### config.mk
export PLATFORM = sky130hd
export DESIGN_NAME = forward_ctrl
export DESIGN_NICKNAME = d
export VERILOG_FILES = /design/src/rtl/fwd_pkg.sv /design/src/rtl/fwd_operand_sel.sv /design/src/rtl/forward_ctrl.sv
export SDC_FILE = /design/constraint.sdc
export NUM_CORES = 1
export LEC_CHECK = 0
export CORE_MARGIN = 2
export CORE_UTILIZATION = 28
export DETAILED_ROUTE_END_ITERATION = 8
export PLACE_DENSITY = 0.49
export SLEW_MARGIN = 20
export SYNTH_ARGS = -nofsm -noshare
export SYNTH_HDL_FRONTEND = slang
export SYNTH_SLANG_ARGS = --single-unit
### constraint.sdc
create_clock -name clk -period 4.1 [get_ports clk]
set_input_delay 0.41 -clock clk [delete_from_list [all_inputs] [get_ports clk]]
set_output_delay 0.41 -clock clk [all_outputs]
set_load 0.01 [all_outputs]
### src/rtl/fwd_pkg.sv
// Shared types for the EX-stage forwarding and load-use hazard controller.
package fwd_pkg;

  localparam int REG_W = 5;
  localparam logic [REG_W-1:0] ZERO_REG = 5'd31;

  typedef enum logic [1:0] {
    FWD_RF    = 2'b00,
    FWD_EXMEM = 2'b01,
    FWD_MEMWB = 2'b10,
    FWD_ZERO  = 2'b11
  } fwd_sel_t;

  typedef struct packed {
    logic             valid;
    logic [REG_W-1:0] rd;
    logic             reg_write;
    logic             mem_read;
  } ex_info_t;

  typedef struct packed {
    logic             valid;
    logic [REG_W-1:0] rd;
    logic             reg_write;
  } mem_info_t;

  // A pipeline slot can only be a forwarding source if it really writes a non-XZR register.
  function automatic logic is_producer(input logic valid, input logic reg_write,
                                       input logic [REG_W-1:0] rd,
                                       input logic [REG_W-1:0] src,
                                       input logic [REG_W-1:0] zero_idx);
    return valid && reg_write && (rd == src) && (rd != zero_idx);
  endfunction

endpackage

### src/rtl/fwd_operand_sel.sv
// Select logic for one EX operand: picks the mux source and flags a pending-load hit.
module fwd_operand_sel
  import fwd_pkg::*;
#(
  parameter logic [REG_W-1:0] ZERO_IDX = ZERO_REG
) (
  input  logic [REG_W-1:0] src_i,
  input  logic             use_i,
  input  logic             valid_i,
  input  ex_info_t         ex_i,
  input  mem_info_t        mem_i,
  output fwd_sel_t         sel_o,
  output logic             load_hit_o
);

  logic ex_hit_s;
  logic mem_hit_s;

  assign ex_hit_s  = is_producer(ex_i.valid, ex_i.reg_write, ex_i.rd, src_i, ZERO_IDX);
  assign mem_hit_s = is_producer(mem_i.valid, mem_i.reg_write, mem_i.rd, src_i, ZERO_IDX);

  // The younger EX producer wins over MEM; XZR always reads zero.
  always_comb begin
    sel_o = FWD_RF;
    if (!(valid_i && use_i)) begin
      sel_o = FWD_RF;
    end else if (src_i == ZERO_IDX) begin
      sel_o = FWD_ZERO;
    end else if (ex_hit_s) begin
      sel_o = FWD_EXMEM;
    end else if (mem_hit_s) begin
      sel_o = FWD_MEMWB;
    end else begin
      sel_o = FWD_RF;
    end
  end

  // A load in EX cannot forward yet, regardless of its reg_write flag.
  always_comb begin
    load_hit_o = 1'b0;
    if (use_i && ex_i.valid && ex_i.mem_read && (ex_i.rd == src_i) && (ex_i.rd != ZERO_IDX)) begin
      load_hit_o = 1'b1;
    end else begin
      load_hit_o = 1'b0;
    end
  end

endmodule

### src/rtl/forward_ctrl.sv
// Forwarding / load-use hazard controller: shadows EX and MEM destinations,
// registers the operand mux selects and counts load-use stall cycles.
module forward_ctrl
  import fwd_pkg::fwd_sel_t, fwd_pkg::ex_info_t, fwd_pkg::mem_info_t,
         fwd_pkg::FWD_RF;
#(
  parameter int               REG_W    = 5,
  parameter logic [REG_W-1:0] ZERO_REG = 5'd31,
  parameter int               CNT_W    = 16
) (
  input  logic             clk,
  input  logic             reset,
  input  logic             id_valid,
  input  logic [REG_W-1:0] id_rn,
  input  logic [REG_W-1:0] id_rm,
  input  logic             id_use_rn,
  input  logic             id_use_rm,
  input  logic [REG_W-1:0] id_rd,
  input  logic             id_reg_write,
  input  logic             id_mem_read,
  input  logic             hold,
  input  logic             flush,
  output logic [1:0]       fwd_a_sel,
  output logic [1:0]       fwd_b_sel,
  output logic             stall,
  output logic [CNT_W-1:0] stall_count
);

  ex_info_t         ex_q,    ex_d;
  mem_info_t        mem_q,   mem_d;
  fwd_sel_t         fwd_a_q, fwd_a_d;
  fwd_sel_t         fwd_b_q, fwd_b_d;
  logic [CNT_W-1:0] cnt_q,   cnt_d;

  fwd_sel_t sel_a_s;
  fwd_sel_t sel_b_s;
  logic     hit_a_s;
  logic     hit_b_s;
  logic     stall_s;

  fwd_operand_sel #(.ZERO_IDX(ZERO_REG)) u_sel_rn (
    .src_i      (id_rn),
    .use_i      (id_use_rn),
    .valid_i    (id_valid),
    .ex_i       (ex_q),
    .mem_i      (mem_q),
    .sel_o      (sel_a_s),
    .load_hit_o (hit_a_s)
  );

  fwd_operand_sel #(.ZERO_IDX(ZERO_REG)) u_sel_rm (
    .src_i      (id_rm),
    .use_i      (id_use_rm),
    .valid_i    (id_valid),
    .ex_i       (ex_q),
    .mem_i      (mem_q),
    .sel_o      (sel_b_s),
    .load_hit_o (hit_b_s)
  );

  assign stall_s = reset && id_valid && !flush && (hit_a_s || hit_b_s);

  // Pipeline shadow update: flush beats hold, hold beats the load-use bubble.
  always_comb begin
    ex_d    = ex_q;
    mem_d   = mem_q;
    fwd_a_d = fwd_a_q;
    fwd_b_d = fwd_b_q;
    cnt_d   = cnt_q;
    if (flush) begin
      ex_d.valid  = 1'b0;
      mem_d.valid = 1'b0;
      fwd_a_d     = FWD_RF;
      fwd_b_d     = FWD_RF;
    end else if (hold) begin
      cnt_d = cnt_q;
    end else if (stall_s) begin
      mem_d    = '{valid: ex_q.valid, rd: ex_q.rd, reg_write: ex_q.reg_write};
      ex_d.valid = 1'b0;
      fwd_a_d  = FWD_RF;
      fwd_b_d  = FWD_RF;
      cnt_d    = (cnt_q == {CNT_W{1'b1}}) ? cnt_q : cnt_q + {{(CNT_W-1){1'b0}}, 1'b1};
    end else begin
      mem_d   = '{valid: ex_q.valid, rd: ex_q.rd, reg_write: ex_q.reg_write};
      ex_d    = '{valid: id_valid, rd: id_rd, reg_write: id_reg_write, mem_read: id_mem_read};
      fwd_a_d = sel_a_s;
      fwd_b_d = sel_b_s;
    end
  end

  // State register with synchronous active-low reset.
  always_ff @(posedge clk) begin
    if (!reset) begin
      ex_q    <= '0;
      mem_q   <= '0;
      fwd_a_q <= FWD_RF;
      fwd_b_q <= FWD_RF;
      cnt_q   <= '0;
    end else begin
      ex_q    <= ex_d;
      mem_q   <= mem_d;
      fwd_a_q <= fwd_a_d;
      fwd_b_q <= fwd_b_d;
      cnt_q   <= cnt_d;
    end
  end

  assign fwd_a_sel   = fwd_a_q;
  assign fwd_b_sel   = fwd_b_q;
  assign stall       = stall_s;
  assign stall_count = cnt_q;

endmodule

; ---- Word-level counts from Yosys, hierarchy flattened
; Cells that the tools add are included.
; Widths: inputs -> output; s select.
[word_totals]
regBits = 35
in_bits = 24
out_inout_bits = 21
elab_cells = 67
[classes]
n_addsub = 1
n_eq_ne = 9
n_mux = 13
n_bitwise = 5
reduce_logical = 29
[op_table]
columns = op, count
row1 = $logic_and 1x1->1, 23
row2 = $eq 5x5->1, 4
row3 = $mux 2, 10
row4 = $add 16x1->16 const B, 1
row5 = $eq 16x16->1 const B, 1
row6 = $eq 5x5->1 const B, 2
row7 = $ne 5x5->1 const B, 2
row8 = $not 1->1, 5
row9 = $reduce_and 4->1, 1
row10 = $mux 1, 3
row11 = $reduce_and 3->1, 1
row12 = $reduce_and 2->1, 1
row13 = $reduce_or 2->1, 1
row14 = $logic_not 1->1, 1
row15 = $logic_or 1x1->1, 1

; ---- Longest topological paths before layout
; Gate-level depths: netlist of run 1.
[depth]
ltp_word = 9
mapped_depth = 8
mapped_depth_nobuf = 7

; ---- By module
; A second synthesis of run 1 with hierarchy kept.
[hier_totals]
hier_cells = 233
area_unflattened_um2 = 1966.9
[by_module_without_submodules]
columns = mod, n_inst, cells_each, area_per_inst_um2, seq_area_each_um2
row1 = forward_ctrl, 1, 175, 1569.0, 700.7
row2 = fwd_operand_sel, 2, 29, 198.9, 0.0

; ---- Worst setup path before layout of run 1
; OpenSTA, ideal clock, no wires.
[synth_path]
kind = input port to flip-flop
startpoint = in hold
endpoint = reg cnt_q[15] (netlist: stall_count[15])
setup_ps = 70
t_arrival_ps = 1808
required_time_ps = 4030
slack_ps = 2221
path_stages = 7
path_buffers = 1
path_cell_list = buf_2 -> nor2_2 -> nand3_1 -> nor2_1 -> nand4_1 -> or3_2 -> a21oi_1
[synth_between]
elab_chain_len = 2
[synth_lines]
columns = item, line
row1 = from (decl), forward_ctrl.sv:21  ; input logic hold,
row2 = $not 1->1 (no line), -
row3 = $reduce_and 4->1 (no line), -
row4 = to (signal assigned), forward_ctrl.sv:104  ; cnt_q <= cnt_d;
row5 = to (decl), forward_ctrl.sv:33  ; logic [CNT_W-1:0] cnt_q, cnt_d;
; No other way between the ends.
; A chain may end at the register's enable or synchronous reset.

; ---- Worst setup path after layout of run 1
[layout_path]
startpoint = in reset
endpoint = out stall
[layout_between]
elab_chain_len = 3
[layout_lines]
columns = item, line
row1 = from (decl), forward_ctrl.sv:12  ; input logic reset,
row2 = $logic_and 1x1->1 (3 in a row), forward_ctrl.sv:61  ; assign stall_s = reset && id_valid && !flush && (hit_a_s || hit_b_s);
row3 = to (decl), forward_ctrl.sv:25  ; output logic stall,
; No other way between the ends.

==> reports/results.txt, run 1 <==
Initial DRC count: 51
Width of the die: 87.5 um
Initial core utilization: 0.289
FFs w/ async S/R, synth: 0
CTS Hold Bufs: 0
Final HPWL DP: 3870 um
Avg Inst Size Synth: 8.13 um^2
Antenna violations before repair: 0
Post-Syn Area: 1950 um^2
Fin. Hold Viols: 0
First-pass GRT wire length: 8650 um
Measured slew at the worst slew-check pin: 512 ps
Final Cycle Share: 0.704
VDD IR max: 0.0888 mV
DRC viols: 0
Placement Setup Slack: 1220 ps
Post-CTS Setup Bufs: 0
All-Layer GR Usage: 0.143
Clk_skew: 8.86 ps
# setup viols final: 0
Total grt overflow: 0
Worst-skew pair later-pin latency: 290 ps
Top_reg_cell synth: dfxtp_1
Status: completed
TritonCTS clock tree: yes
WP data arrival: 2480 ps
Via density: 5.01
Nets@finish: 307
Final Slew Violations: 0
Register area share after synthesis: 0.359
Number of max-cap violations: 0
Die area: 7650 um^2
Port Buffers: 44
Drt pass-1 iters: 4
Routed wire length per instance: 14.3 um
Post-DRT Antenna Nets: 0
Worst hold path class: reg2reg
Worst-path clk slew: 60 ps
Core area: 6760 um^2
Critical path type: in2out
Area Growth Syn to Fin: 30.5%
# resized after CTS: 0
Fmax: 347 MHz
Yosys cell types: 41
Post-route setup slack: 1210 ps
CTS sink count: 35
Area leader, netlist: dfxtp_1
Post-Syn Instances: 240
Clk Tree Root Cell: clkbuf_8
Non-Filler Instances: 363
Ports: 45
Total CTS buffers: 5
GP Congestion: 0.807
Synth warn: 0
CP endpoint kind: output port
Max Root-Sink Buffers: 2
Startpoint Class: input port
Reg2reg end: ex_q[6]$_SDFFE_PN0P_
Total Wirelength: 5190 um
Worst R2R Start: ex_q[4]$_SDFFE_PN0P_
Reg2reg path depth: 6
Final Util: 0.377
Number of flops mapped to enable cells by yosys: 0
Worst Path Required: 3690 ps
N_diodes: 0
Largest net degree at the start of global routing: 31
Fillers: 722
Top-area cell type share of the netlist area: 0.359
Crit path launch: reset
Max_slew headroom: 0.658
Fin Setup TNS: 0 ps
Pleak: 0.858 nW
Placed Instances: 355
# rows: 30
Period minus WS final: 2890 ps
CTS H-tree lvls: 2
Mapped Nets: 265
Layout cells sized above 1: 0.0742
#FFs+latches synth: 35
Die H: 87.5 um
FF-to-FF setup slack: 2020 ps
Synth top area cells: dfxtp_1 (36%), nand2_1 (9.6%), mux2i_1 (7.2%), xnor2_1 (4.9%), a21oi_1 (4.4%)
Power Dens Cells: 276 nW/um^2
Commonest cells after routing, fill and taps aside: nand2_1 (50), clkdlybuf4s50_1 (44), dfxtp_1 (35)
Vias in the first global route: 1821
Vias after detailed routing: 1818
Commonest non-fill, non-tap cell in the layout: nand2_1
Peak fanout along the critical path: 18
RSZ-0062 raised after global routing: no
Crit path capture: stall
[cells by family after synthesis]
family	count (synthesis)	synth area share
compound gates	34	0.112
xor+xnor	20	0.0897
fa+ha+maj	1	0.00641
buf+inv	12	0.0308
flops	35	0.359
mux	14	0.0718
simple gates	124	0.331
[per-stage QoR]
stage                     hold WS, ps  total power [mW]  area [um^2]
after floorplan                   435             0.397         1950
after global placement            448             0.434         2450
after detailed placement          458             0.435         2450
after CTS                         467             0.715         2550
after global routing              491             0.735         2550
final                             465             0.704         2550
[where the power goes]
part           leakage [nW]  internal (mW)  switching (mW)  total (mW)
registers             0.283          0.345         0.00723       0.352
logic                 0.524         0.0381          0.0360      0.0741
clock network        0.0515          0.153           0.125       0.278
total                 0.858          0.536           0.168       0.704
[sequential cells by signal, indices dropped and copies added, names as in the netlist]
name,count
stall_count,16
fwd_b_sel,2
ex_q,8
fwd_a_sel,2
mem_q,7
[critical path, stage by stage]
cell,delay [ps]
clkdlybuf4s50_1,480
nor2b_1,420
nand4_1,130
and2b_2,270
o21ai_4,150
inv_1,80
clkdlybuf4s50_1,530
[layout make-up]
cell class / count / area (um^2) / share of cell area
timing repair buffer: 45 / 448 / 0.176
clock buffer: 8 / 100 / 0.0393
inverter: 2 / 7.51 / 0.00295
multi-input combinational: 193 / 1190 / 0.468
tap: 80 / 100 / 0.0393
sequential: 35 / 701 / 0.275
[synthesized netlist by cell type (4+ instances only)]
cell type and number:
nand2_1 50, dfxtp_1 35, a21oi_1 17, mux2i_1 14
nand3_1 14, xnor2_1 11, nor2_1 10, xor2_1 9
o31ai_1 8, nand2b_1 7, and3_1 6, clkbuf_1 5
nand4_1 5, o21ai_0 5, nor2b_1 4
[worst min path at each step]
stage                                from                     to  slack (ps)  depth (start not counted)
floorplan            ex_q[0]$_SDFFE_PN0P_   ex_q[0]$_SDFFE_PN0P_         440                          2
global placement    mem_q[0]$_SDFFE_PN0P_  mem_q[0]$_SDFFE_PN0P_         450                          2
detailed placement  mem_q[0]$_SDFFE_PN0P_  mem_q[0]$_SDFFE_PN0P_         460                          2
CTS                 mem_q[0]$_SDFFE_PN0P_  mem_q[0]$_SDFFE_PN0P_         470                          2
global route        mem_q[0]$_SDFFE_PN0P_  mem_q[0]$_SDFFE_PN0P_         490                          2
finish              mem_q[0]$_SDFFE_PN0P_  mem_q[0]$_SDFFE_PN0P_         460                          2
[per-layer routing]
metal  up-vias  GRT usage  share of wire
li1        920          -              -
met1       849      0.191           0.49
met2        42      0.231           0.45
met3         7     0.0294          0.047
met4         0     0.0462          0.013
met5         -          0              0
No activity file was read; power rests on OpenSTA's default activity.
==> run 2, diff against run 1 <==
==> constraint.sdc (replaced) <==
create_clock -name clk -period 2.8 [get_ports clk]
set_input_delay 0.28 -clock clk [delete_from_list [all_inputs] [get_ports clk]]
set_output_delay 0.28 -clock clk [all_outputs]
set_load 0.01 [all_outputs]
==> reports/results.txt, run 2 (same netlist as run 1, synthesis figures left out) <==
Pleak: 0.877 nW (+2.2%)
WP data arrival: 2150 ps (-330 ps)
Post-DRT Antenna Nets: 0 (unchanged)
Drt pass-1 iters: 4 (unchanged)
# rows: 30 (unchanged)
Fin. Hold Viols: 0 (unchanged)
First-pass GRT wire length: 8570 um (-0.88%)
Max_slew headroom: 0.640 (-0.0180)
Combinational power share: 0.109 (+0.004)
Port Buffers: 44 (unchanged)
Fmax: 412 MHz
VDD IR max: 0.168 mV (+89%)
Final Cycle Share: 0.867
Area Growth Syn to Fin: 32.1%
# resized after CTS: 0 (unchanged)
Startpoint Class: input port
Final Slew Violations: 0 (unchanged)
CTS Hold Bufs: 0 (unchanged)
Crit-path max cell delay: 520 ps (about the same)
Clk_skew: 7.09 ps (-1.77 ps)
Initial DRC count: 75 (+47%)
Sw frac: 0.235 (-0.00389)
Max Root-Sink Buffers: 2 (unchanged)
TritonCTS clock tree: yes
Internal cell power: 788 uW (+47%)
CP endpoint kind: output port
Worst-path clk slew: 70 ps (about the same)
Commonest non-fill, non-tap cell in the layout: nand2_1
Routed wire length per instance: 14.2 um (-0.50%)
Part of the power in the clock network: 0.391 (-0.004)
Initial core utilization: 0.289 (unchanged)
DRC viols: 0 (unchanged)
Antenna violations before repair: 0 (unchanged)
CTS H-tree lvls: 2 (unchanged)
RSZ-0062 raised after global routing: no
Clk Tree Root Cell: clkbuf_8
Peak fanout along the critical path: 3 (-15)
Vias after detailed routing: 1798 (-1.1%)
Slowest cell on crit path: clkdlybuf4s50_1
Max reg flops: 16 (unchanged)
N_diodes: 0 (unchanged)
Via density: 4.90 (-2.2%)
Power Dens Cells: 399 nW/um^2 (+44%)
Worst hold path class: reg2reg
CTS sink count: 35 (unchanged)
Post-route cell area: 2580 um^2 (+1.2%)
Switch Pwr: 242 uW (+44%)
Total grt overflow: 0 (unchanged)
Total Wirelength: 5220 um (+0.60%)
Measured slew at the worst slew-check pin: 539 ps (+26.9 ps)
Number of max-cap violations: 0 (unchanged)
GP Congestion: 0.799 (-0.92%)
Final HPWL DP: 3770 um (-2.5%)
Fin Setup TNS: 0 ps (unchanged)
Commonest cells after routing, fill and taps aside: nand2_1 (50), clkdlybuf4s50_1 (44), dfxtp_1 (35)
Part of the power in registers: 0.500 (about the same)
Die area: 7650 um^2 (unchanged)
# setup viols final: 0 (unchanged)
Layout cells sized above 1: 0.0871 (+0.0129)
Die H: 87.5 um (unchanged)
Fillers: 712 (-1.4%)
Vias in the first global route: 1776 (-2.5%)
Worst-skew pair later-pin latency: 280 ps (about the same)
Period minus WS final: 2430 ps
Most Frequent Cell on Critical Path: clkdlybuf4s50_1
Total CTS buffers: 5 (unchanged)
Worst Path Required: 2520 ps (-1170 ps)
Critical path type: in2out
All-Layer GR Usage: 0.143 (about the same)
Status: completed
Largest net degree at the start of global routing: 31 (unchanged)
Post-DP Area: 2480 um^2 (+1.2%)
Post-CTS Setup Bufs: 0 (unchanged)
Worst Hold Margin: 460 ps (-4.83 ps)
Ports: 45 (unchanged)
Worst-path cell chain: clkdlybuf4s50_1 -> xor2_1 -> nor4_2 -> and3_4 -> o21ai_4 -> inv_1 -> clkdlybuf4s50_1
Width of the die: 87.5 um (unchanged)
Nets@finish: 311 (+1.3%)
Core area: 6760 um^2 (unchanged)
run 2: power groups by stage:
| stage | clock [mW] | combinational, mW | sequential, mW |
|---|---|---|---|
| floorplan | 0 | 0.0577 | 0.523 |
| global placement | 0 | 0.112 | 0.527 |
| detailed placement | 0 | 0.113 | 0.527 |
| CTS | 0.415 | 0.114 | 0.515 |
| global route | 0.437 | 0.124 | 0.516 |
| finish | 0.402 | 0.112 | 0.515 |
run 2: critical path, delay by kind of cell:
kind | cells | cell delay [ps]
buffers and inverters | 3 | 1050
AND/OR/NAND/NOR | 2 | 570
XOR/XNOR | 1 | 180
AO/OA/AOI/OAI | 1 | 60
run 2: worst paths after layout:
path                             start                     endpoint  slack, ps  cells after the start
hold / removal    ex_q[0]$_SDFFE_PN0P_         ex_q[0]$_SDFFE_PN0P_        460                      2
hold reg to reg   ex_q[0]$_SDFFE_PN0P_         ex_q[0]$_SDFFE_PN0P_        460                      2
setup reg to reg  ex_q[4]$_SDFFE_PN0P_  stall_count[4]$_SDFFE_PN0P_        660                      7
setup / recovery              id_rn[3]                        stall        370                      7
run 2: layout make-up:
cell class	instances	area, um^2	area share
Sequential cell	35	701	0.272
Tap cell	80	100	0.0388
Clock buffer	8	100	0.0388
Multi-Input combinational cell	193	1190	0.462
Inverter	2	7.51	0.00291
Timing Repair Buffer	49	478	0.185
run 2: layer usage:
layer  vias up  global-route usage  wire, um
met5         -                   0         0
met3         6              0.0294       203
met4         0              0.0448        86
li1        935                   -         -
met1       817               0.191      2620
met2        40               0.231      2310
run 2: per-stage QoR:
step	setup slack [ps]	util	power, mW	std cells
floorplan	977	-	0.581	240
global placement	313	0.367	0.639	359
detailed placement	283	0.367	0.640	359
CTS	354	0.381	1.04	367
global route	282	0.381	1.08	367
finish	373	0.381	1.03	367
==> run 3, diff against run 2 <==
--- a/config.mk
+++ b/config.mk
@@ -5,10 +5,12 @@
 export SDC_FILE = /design/constraint.sdc
 export NUM_CORES = 1
 export LEC_CHECK = 0
+export CELL_PAD_IN_SITES_DETAIL_PLACEMENT = 0
+export CELL_PAD_IN_SITES_GLOBAL_PLACEMENT = 1
 export CORE_MARGIN = 2
 export CORE_UTILIZATION = 28
 export DETAILED_ROUTE_END_ITERATION = 8
-export PLACE_DENSITY = 0.49
+export PLACE_DENSITY = 0.63
 export SLEW_MARGIN = 20
 export SYNTH_ARGS = -nofsm -noshare
 export SYNTH_HDL_FRONTEND = slang
==> reports/results.txt, run 3 (same netlist as run 1, synthesis figures left out) <==
Die area: 7650 um^2 (unchanged)
Start point of the worst hold path: mem_q[0]$_SDFFE_PN0P_
Power Dens Cells: 382 nW/um^2 (-4.5%)
DRC viols: 0 (unchanged)
Register area: 701 um^2 (unchanged)
Vias after detailed routing: 1827 (+1.6%)
Worst-path cell chain: clkdlybuf4s50_1 -> xor2_1 -> nor4_2 -> and3_4 -> o21ai_4 -> inv_1 -> clkdlybuf4s50_1
Final Slew Violations: 0 (unchanged)
Initial core utilization: 0.289 (unchanged)
Status: completed
CP Buf/Inv Count: 3 (unchanged)
Reg2reg path depth: 7 (unchanged)
Core area: 6760 um^2 (unchanged)
Port Buffers: 44 (unchanged)
Total CTS buffers: 5 (unchanged)
Layout cells sized above 1: 0.0836 (-0.00348)
Combinational power share: 0.113 (+0.004)
Post-CTS Setup Bufs: 0 (unchanged)
Top Family by Delay on Critical Path: buffers and inverters
# resized after CTS: 0 (unchanged)
Die H: 87.5 um (unchanged)
Post-DRT Antenna Nets: 0 (unchanged)
Fin Setup TNS: 0 ps (unchanged)
CP endpoint kind: output port
Internal cell power: 738 uW (-6.4%)
Initial DRC count: 67 (-11%)
Critical path type: in2out
Final HPWL DP: 3820 um (+1.1%)
Fin. Hold Viols: 0 (unchanged)
Overall power: 976 uW (-5.2%)
Worst Hold Depth: 2 (unchanged)
Post-route setup slack: 249 ps (-125 ps)
Part of the power in registers: 0.529 (+0.029)
Max_slew headroom: 0.649 (+0.00893)
All-Layer GR Usage: 0.143 (-0.000308)
# rows: 30 (unchanged)
TritonCTS clock tree: yes
Antenna violations before repair: 0 (unchanged)
Worst-path clk slew: 60 ps (about the same)
Period minus WS final: 2550 ps (+125 ps)
Drt pass-1 iters: 4 (unchanged)
VDD IR max: 0.132 mV (-22%)
Part of the power in the clock network: 0.358 (-0.033)
Fmax: 392 MHz (-4.9%)
Total Wirelength: 5180 um (-0.92%)
Measured slew at the worst slew-check pin: 526 ps (-13.4 ps)
Switch Pwr: 238 uW (-1.3%)
Largest net degree at the start of global routing: 31 (unchanged)
Commonest non-fill, non-tap cell in the layout: nand2_1
Hold-critical path endpoint: mem_q[0]$_SDFFE_PN0P_
WP data arrival: 2270 ps (+120 ps)
RSZ-0062 raised after global routing: no
Total grt overflow: 0 (unchanged)
GP Congestion: 0.778 (-2.7%)
# setup viols final: 0 (unchanged)
Most Frequent Cell on Critical Path: clkdlybuf4s50_1
Vias in the first global route: 1812 (+2.0%)
Number of max-cap violations: 0 (unchanged)
FF-to-FF setup slack: 660 ps (about the same)
Commonest cells after routing, fill and taps aside: nand2_1 (50), clkdlybuf4s50_1 (44), dfxtp_1 (35)
Ports: 45 (unchanged)
Clk Tree Root Cell: clkbuf_8
Peak fanout along the critical path: 11 (+8)
Via density: 4.98 (+1.6%)
Worst Path Required: 2520 ps (about the same)
Area Growth Syn to Fin: 31.1%
CTS Hold Bufs: 0 (unchanged)
Multi-input gate area: 1190 um^2 (unchanged)
Startpoint Class: input port
Width of the die: 87.5 um (unchanged)
Slowest cell on crit path: clkdlybuf4s50_1
Worst hold path class: reg2reg
Worst-skew pair later-pin latency: 280 ps (about the same)
N_diodes: 0 (unchanged)
Crit-path max cell delay: 540 ps (+20 ps)
Nets@finish: 311 (unchanged)
Clk_skew: 7.16 ps (+0.0720 ps)
Reg2reg end: stall_count[7]$_SDFFE_PN0P_
CTS H-tree lvls: 2 (unchanged)
Routed wire length per instance: 14.1 um (-0.92%)
Max Root-Sink Buffers: 2 (unchanged)
Worst R2R Start: ex_q[2]$_SDFFE_PN0P_
Sw frac: 0.244 (+0.00949)
Placement Setup Slack: 241 ps (-41.5 ps)
Max reg flops: 16 (unchanged)
First-pass GRT wire length: 8690 um (+1.5%)
Pleak: 0.868 nW (-1.1%)
Fillers: 720 (+1.1%)
CTS sink count: 35 (unchanged)
Final Cycle Share: 0.911 (+0.0445)
==> run 3: area by class of cell <==
cell class,count,share of cell area
clock buffers,7,0.0298
clock inverters,1,0.00196
inverters,2,0.00293
multi-input cells,193,0.466
flip-flops and latches,35,0.274
well taps,80,0.0391
repair buffers,49,0.187
==> run 3: tightest hold or removal path, delay by kind of cell (launching register included) <==
| family | cells | cell delay, ps |
|---|---|---|
| flops | 1 | 310 |
| simple gates | 1 | 50 |
| compound gates | 1 | 50 |
==> run 3: how the worst max path moves through the flow <==
stage | startpoint | endpoint | slack [ps] | depth (start not counted)
after global routing | id_rn[3] | stall | 140 | 7
after detailed placement | id_rn[3] | stall | 240 | 7
after floorplan | ex_q[5]$_SDFFE_PN0P_ | stall_count[9]$_SDFFE_PN0P_ | 980 | 7
after CTS | id_rn[3] | stall | 230 | 7
after global placement | id_rn[3] | stall | 270 | 7
final | id_rn[3] | stall | 250 | 7
==> run 3: metrics by stage <==
stage / area, um^2 / utilization / hold WS, ps / cells
global route: 2560 / 0.379 / 506 / 367
global placement: 2480 / 0.367 / 451 / 359
detailed placement: 2480 / 0.367 / 450 / 359
floorplan: 1950 / - / 422 / 240
CTS: 2560 / 0.379 / 459 / 367
finish: 2560 / 0.379 / 458 / 367
==> run 3: power by group through the flow <==
stage                     clock, mW  sequential [mW]  combinational [mW]
after CTS                     0.364            0.516               0.112
after detailed placement          0            0.527               0.111
final                         0.350            0.516               0.110
after floorplan                   0            0.523              0.0577
after global routing          0.386            0.517               0.123
after global placement            0            0.528               0.111
==> run 3: per-layer routing <==
layer  vias up  track usage  share of wire
met5         -            0              0
met4         0       0.0378          0.012
met3         6       0.0341          0.046
met2        42        0.226           0.45
met1       847        0.195           0.49
li1        932            -              -
